===== src/rtl/ibex_l2_rf_pkg.sv =====
// rtl/ibex_l2_rf_pkg.sv - shared types for the L2 register-file save/restore sequencer
package ibex_l2_rf_pkg;

    localparam int L2AddrW = 5;

    typedef enum logic [1:0] {
        S_IDLE    = 2'd0,
        S_SAVE    = 2'd1,
        S_RESTORE = 2'd2,
        S_DONE    = 2'd3
    } l2_seq_state_e;

    typedef enum logic {
        L2_SAVE    = 1'b0,
        L2_RESTORE = 1'b1
    } l2_seq_op_e;

endpackage


===== src/rtl/ibex_l2_rf_sequencer.sv =====
// rtl/ibex_l2_rf_sequencer.sv - streams words into or out of the L2 register file over an address range
module ibex_l2_rf_sequencer
    import ibex_l2_rf_pkg::*;
#(
    parameter int DataWidth = 32,
    parameter int NumWords  = 32
) (
    input  logic                 clk_i,
    input  logic                 rst_i,
    input  logic                 cmd_valid_i,
    output logic                 cmd_ready_o,
    input  logic                 cmd_op_i,
    input  logic [L2AddrW-1:0]   cmd_first_i,
    input  logic [L2AddrW-1:0]   cmd_last_i,
    input  logic                 abort_i,
    input  logic                 in_valid_i,
    output logic                 in_ready_o,
    input  logic [DataWidth-1:0] in_data_i,
    output logic                 out_valid_o,
    input  logic                 out_ready_i,
    output logic [DataWidth-1:0] out_data_o,
    output logic [L2AddrW-1:0]   rf_addr_o,
    output logic [DataWidth-1:0] rf_wdata_o,
    output logic                 rf_we_o,
    input  logic [DataWidth-1:0] rf_rdata_i,
    output logic                 done_o,
    output logic                 busy_o
);

    localparam logic [L2AddrW-1:0] MaxAddr = L2AddrW'(NumWords - 1);
    localparam logic [L2AddrW-1:0] MinAddr = L2AddrW'(1);

    l2_seq_state_e      state;
    logic [L2AddrW-1:0] ptr;
    logic [L2AddrW-1:0] last;
    logic [L2AddrW-1:0] first_eff;
    logic [L2AddrW-1:0] last_eff;

    // Word 0 is the hardwired zero register, so ranges start at 1 at the earliest.
    assign first_eff = (cmd_first_i == '0) ? MinAddr : cmd_first_i;
    assign last_eff  = (cmd_last_i > MaxAddr) ? MaxAddr : cmd_last_i;

    always_ff @(posedge clk_i or posedge rst_i) begin
        if (rst_i) begin
            state <= S_IDLE;
            ptr   <= MinAddr;
            last  <= '0;
        end else begin
            case (state)
                S_IDLE: begin
                    if (cmd_valid_i) begin
                        ptr  <= first_eff;
                        last <= last_eff;
                        if (first_eff > last_eff) begin
                            state <= S_DONE;
                        end else if (l2_seq_op_e'(cmd_op_i) == L2_RESTORE) begin
                            state <= S_RESTORE;
                        end else begin
                            state <= S_SAVE;
                        end
                    end
                end
                S_SAVE, S_RESTORE: begin
                    // ptr stops at last, so it can never wrap past the top word.
                    if ((state == S_SAVE) ? in_valid_i : out_ready_i) begin
                        if (ptr == last) begin
                            state <= S_DONE;
                        end else begin
                            ptr <= ptr + MinAddr;
                        end
                    end
                    if (abort_i) begin
                        state <= S_IDLE;
                        ptr   <= MinAddr;
                    end
                end
                S_DONE: begin
                    state <= S_IDLE;
                    ptr   <= MinAddr;
                end
                default: begin
                    state <= S_IDLE;
                    ptr   <= MinAddr;
                end
            endcase
        end
    end

    // cmd_ready stays low while reset is held so no command is seen mid-reset.
    assign cmd_ready_o = (state == S_IDLE) & ~rst_i;
    assign busy_o      = (state != S_IDLE);
    assign done_o      = (state == S_DONE);
    assign in_ready_o  = (state == S_SAVE);
    assign out_valid_o = (state == S_RESTORE);
    assign rf_we_o     = in_ready_o & in_valid_i & (ptr != '0);
    assign rf_addr_o   = ptr;
    assign rf_wdata_o  = in_data_i;
    assign out_data_o  = rf_rdata_i;

endmodule


===== config.mk =====
export PLATFORM = sky130hd
export DESIGN_NAME = ibex_l2_rf_sequencer
export DESIGN_NICKNAME = d
export VERILOG_FILES = /design/src/rtl/ibex_l2_rf_pkg.sv /design/src/rtl/ibex_l2_rf_sequencer.sv
export SDC_FILE = /design/constraint.sdc
export NUM_CORES = 1
export LEC_CHECK = 0
export ABC_AREA = 0
export BUFFER_PORTS_ARGS = -buffer_cell sky130_fd_sc_hd__buf_2
export CAP_MARGIN = 40
export CORE_MARGIN = 2
export CORE_UTILIZATION = 35
export DETAILED_ROUTE_END_ITERATION = 12
export HOLD_SLACK_MARGIN = 0.02
export PLACE_DENSITY = 0.89
export SETUP_SLACK_MARGIN = 0.5
export SLEW_MARGIN = 20
export SYNTH_ARGS = -nofsm -noshare
export SYNTH_HDL_FRONTEND = slang
export SYNTH_SLANG_ARGS = --single-unit

===== constraint.sdc =====
create_clock -name clk_i -period 2.3 [get_ports clk_i]
set_clock_uncertainty 0.2 [all_clocks]
set_input_delay 0.115 -clock clk_i [delete_from_list [all_inputs] [get_ports clk_i]]
set_output_delay 0.115 -clock clk_i [all_outputs]
set_load 0.005 [all_outputs]

==> impl_metrics.csv <==
group,metric,value,unit
status,status,"finished clean",
critical_path,crit_chain,"inv_2 > ha_4 > mux2i_4 > a21oi_2 > o31a_1 > a32o_2",
placement,io_buffers,27,
synth,syn_avg_cell_area,8.561,um^2
global_routing,grtUsageTotal,13.14,%
critical_path,critPathArrivalTime,1.75,ns
global_routing,antenna_found_initial,0,
power,combPwrFrac,66.3,%
synth,seq_area_frac_synth,20.60,%
detailed_routing,post_drt_via_cell_ratio,5.146,
synth,synth_edf_count,0,
power,power_frac_seq,22.0,%
power,p_total,1.997,mW
power,pwr-share-clk,11.7,%
finish,area_growth,2.393,%
critical_path,path_delay_family,"compound AO/OA/AOI/OAI gates",
power,cellInternalPower,1.148,mW
critical_path,crit_slowest_cell,"dfrtp_1",
detailed_routing,vias,1024,
finish,filler_cell_count,394,
cts,cts_sinks,12,
critical_path,worst-path-max-fanout,5,
timing,relSlewSlack,68.87,%
cts,cts_tree,"built",
global_routing,grt_pass1_wl,4560,um
critical_path,required,2.23,ns
detailed_routing,drc,0,
global_routing,grt_pass1_vias,1001,
placement,routabilityCongestion,0.7820,
finish,antennaDiodeCount,0,
critical_path,critical_path_class,"flop to flop",
critical_path,endpoint_kind,"flop",
global_routing,grt_max_degree,18,
synth,synth_cells,171,
synth,synthFlopType,"dfrtp_1",
die,die_y,68.67,um
synth,yosysUniqueCellTypes,34,
synth,synth.area.top_cells,"buf_4 (33%), dfrtp_1 (19%), ha_1 (10%)",
synth,syn_area,1464,um^2
critical_path,max_stage_delay,0.40,ns
timing,setup_viol,0,
synth,yosysWarningCount,0,
detailed_routing,ant_nets,0,
die,num_io_pins,156,
detailed_routing,wire_per_inst,15.56,um
finish,multi_input_comb_area,740.7,um^2
detailed_routing,initialDrtViolationCount,17,
cts,cts_max_level,1,
synth,synth_common_cells,"buf_4 (64), ha_1 (12), inv_1 (12), dfrtp_1 (11)",
timing,tns,0,ns
placement,detailedPlacementHpwl,2153,um
timing,max_freq,550.5,MHz
synth,synth_top_area_cell,"buf_4",
global_routing,grt-ovfl-total,0,
timing,fin_crit_sh,78.98,%
detailed_routing,routed_wl,3097,um
cts,clkLatencyLatePin,0.24,ns
die,die_w,68.67,um
cts,clockBufferDepth,2,
die,dieArea,4716,um^2
power,power_density,1332,nW/um^2
timing,worst_slew_pin_slew,0.4665,ns
placement,place_ws,0.3630,ns
timing,timing.final.crit_period,1.817,ns
die,fp.coreArea,4000,um^2
timing,hold_viol,0,
synth,synthArstFlopShare,100.0,%
power,p_leak,0.7202,nW
power,swShare,42.50,%
critical_path,crit_path_start_kind,"flop",
die,initial_core_util,36.60,%
timing,finalWorstSetupSlack,0.4834,ns
flow_run,drv_cap,0,
power,p_sw,0.8487,mW
die,rows,23,
cts,root_buffer,"clkbuf_8",
cts,cts_buffers,3,
critical_path,crit_buf_inv,1,
finish,nets,243,
synth,yosysTopAreaCellShare,32.82,%
synth,syn_nets,264,
detailed_routing,drtPass1Iterations,4,
finish,ff_latch_area,305.3,um^2
timing,maxSlewViolCount,0,
finish,layout-drive-gt1-share,45.64,%
timing,rsz0062_at_grt,"yes",
power,peakVddDrop,404.6,uV
cts,clk_pin_slew,0.05,ns
synth,ys_ff_latch,12,
synth,yosysMostFrequentCell,"buf_4",
hold_path,holdCritPathClass,"primary input to output pin",
-- final timing paths --
check / from / end / cells past startpoint / slack [ns]
max in group asynchronous: rst_i / rf_addr_o[3] / 3 / 1.31
worst max register to register: state[1] / rf_addr_o[4] / 6 / 0.48
worst min-delay path: rf_rdata_i[11] / out_data_o[11] / 0 / 0.03
worst min register to register: last[3] / last[3] / 2 / 0.31
min in group asynchronous: rst_i / rf_addr_o[4] / 3 / 0.24
worst max-delay path: state[1] / rf_addr_o[4] / 6 / 0.48
-- per-stage QoR --
step / util [%] / area, um^2 / hold slack, ns / std cells
floorplan: - / 1465 / -0.2210 / 171
global placement: 28.87 / 1155 / -0.05481 / 177
detailed placement: 28.87 / 1155 / -0.03747 / 177
CTS: 35.85 / 1434 / 0.03003 / 198
global route: 37.47 / 1499 / 0.03001 / 199
finish: 37.47 / 1499 / 0.03000 / 199
-- layout make-up --
class | instances | area share, %
multi-input combinational | 76 | 49.42
sequential | 12 | 20.37
timing repair buffer | 45 | 19.37
tap | 50 | 4.174
clock buffer | 4 | 3.673
inverter | 12 | 3.005
-- cells by family (layout without fill, tap and decap cells) --
kind of cell             Yosys count  after routing  share of synthesized area [%]
AO/OA/AOI/OAI                     26             26                          14.36
XOR/XNOR                           5              5                          3.504
adder cells (fa/ha/maj)           12             12                          10.26
buffers and inverters             83             61                          37.69
flip-flops                        12             12                          20.60
multiplexers                       6              6                          4.188
AND/OR/NAND/NOR                   27             27                          9.402
-- cell usage in the layout (no fill, tap or decap), types with 2 or more instances in the layout --
master	synthesis	layout
a32o_1	5	4
dlygate4sd3_1	0	8
clkbuf_8	0	4
o221ai_1	3	2
and3_1	2	2
dfrtp_1	11	8
o21ai_0	6	5
nor2_1	8	7
nand2_1	8	7
a221oi_2	0	2
mux2i_1	5	4
inv_2	0	2
buf_2	0	27
ha_4	0	3
buf_4	64	10
ha_1	12	9
dfrtp_2	0	3
xnor2_2	1	2
inv_1	12	10
nor2b_4	0	2
xnor2_1	4	3
-- repair_timing --
action / in CTS / in global routing
setup buffers: 9 / 1
resized for setup: 14 / 16
pin swaps: 6 / 6
endpoints found under the hold margin: 18 / 0
setup endpoints to repair: 7 / 8
hold buffers: 8 / 0
-- registers in the layout, summed over array words and instances (netlist names) --
signal	cells
last	5
rf_addr_o	5
state	2
-- routing by layer --
layer | GRT usage [%] | wire length, um
met5 | 0 | 0
met4 | 6.500 | 99
met1 | 14.87 | 1166
met2 | 23.56 | 1610
met3 | 2.273 | 220
-- power groups by stage --
| stage | combinational, mW | clock (mW) | sequential (mW) |
|---|---|---|---|
| final | 1.32 | 0.234 | 0.440 |
| after global routing | 1.44 | 0.247 | 0.451 |
| after CTS | 1.18 | 0.237 | 0.426 |
| after detailed placement | 0.874 | 0 | 0.428 |
| after global placement | 0.848 | 0 | 0.420 |
| after floorplan | 0.746 | 0 | 0.404 |
(Power assumes the default switching activity.)
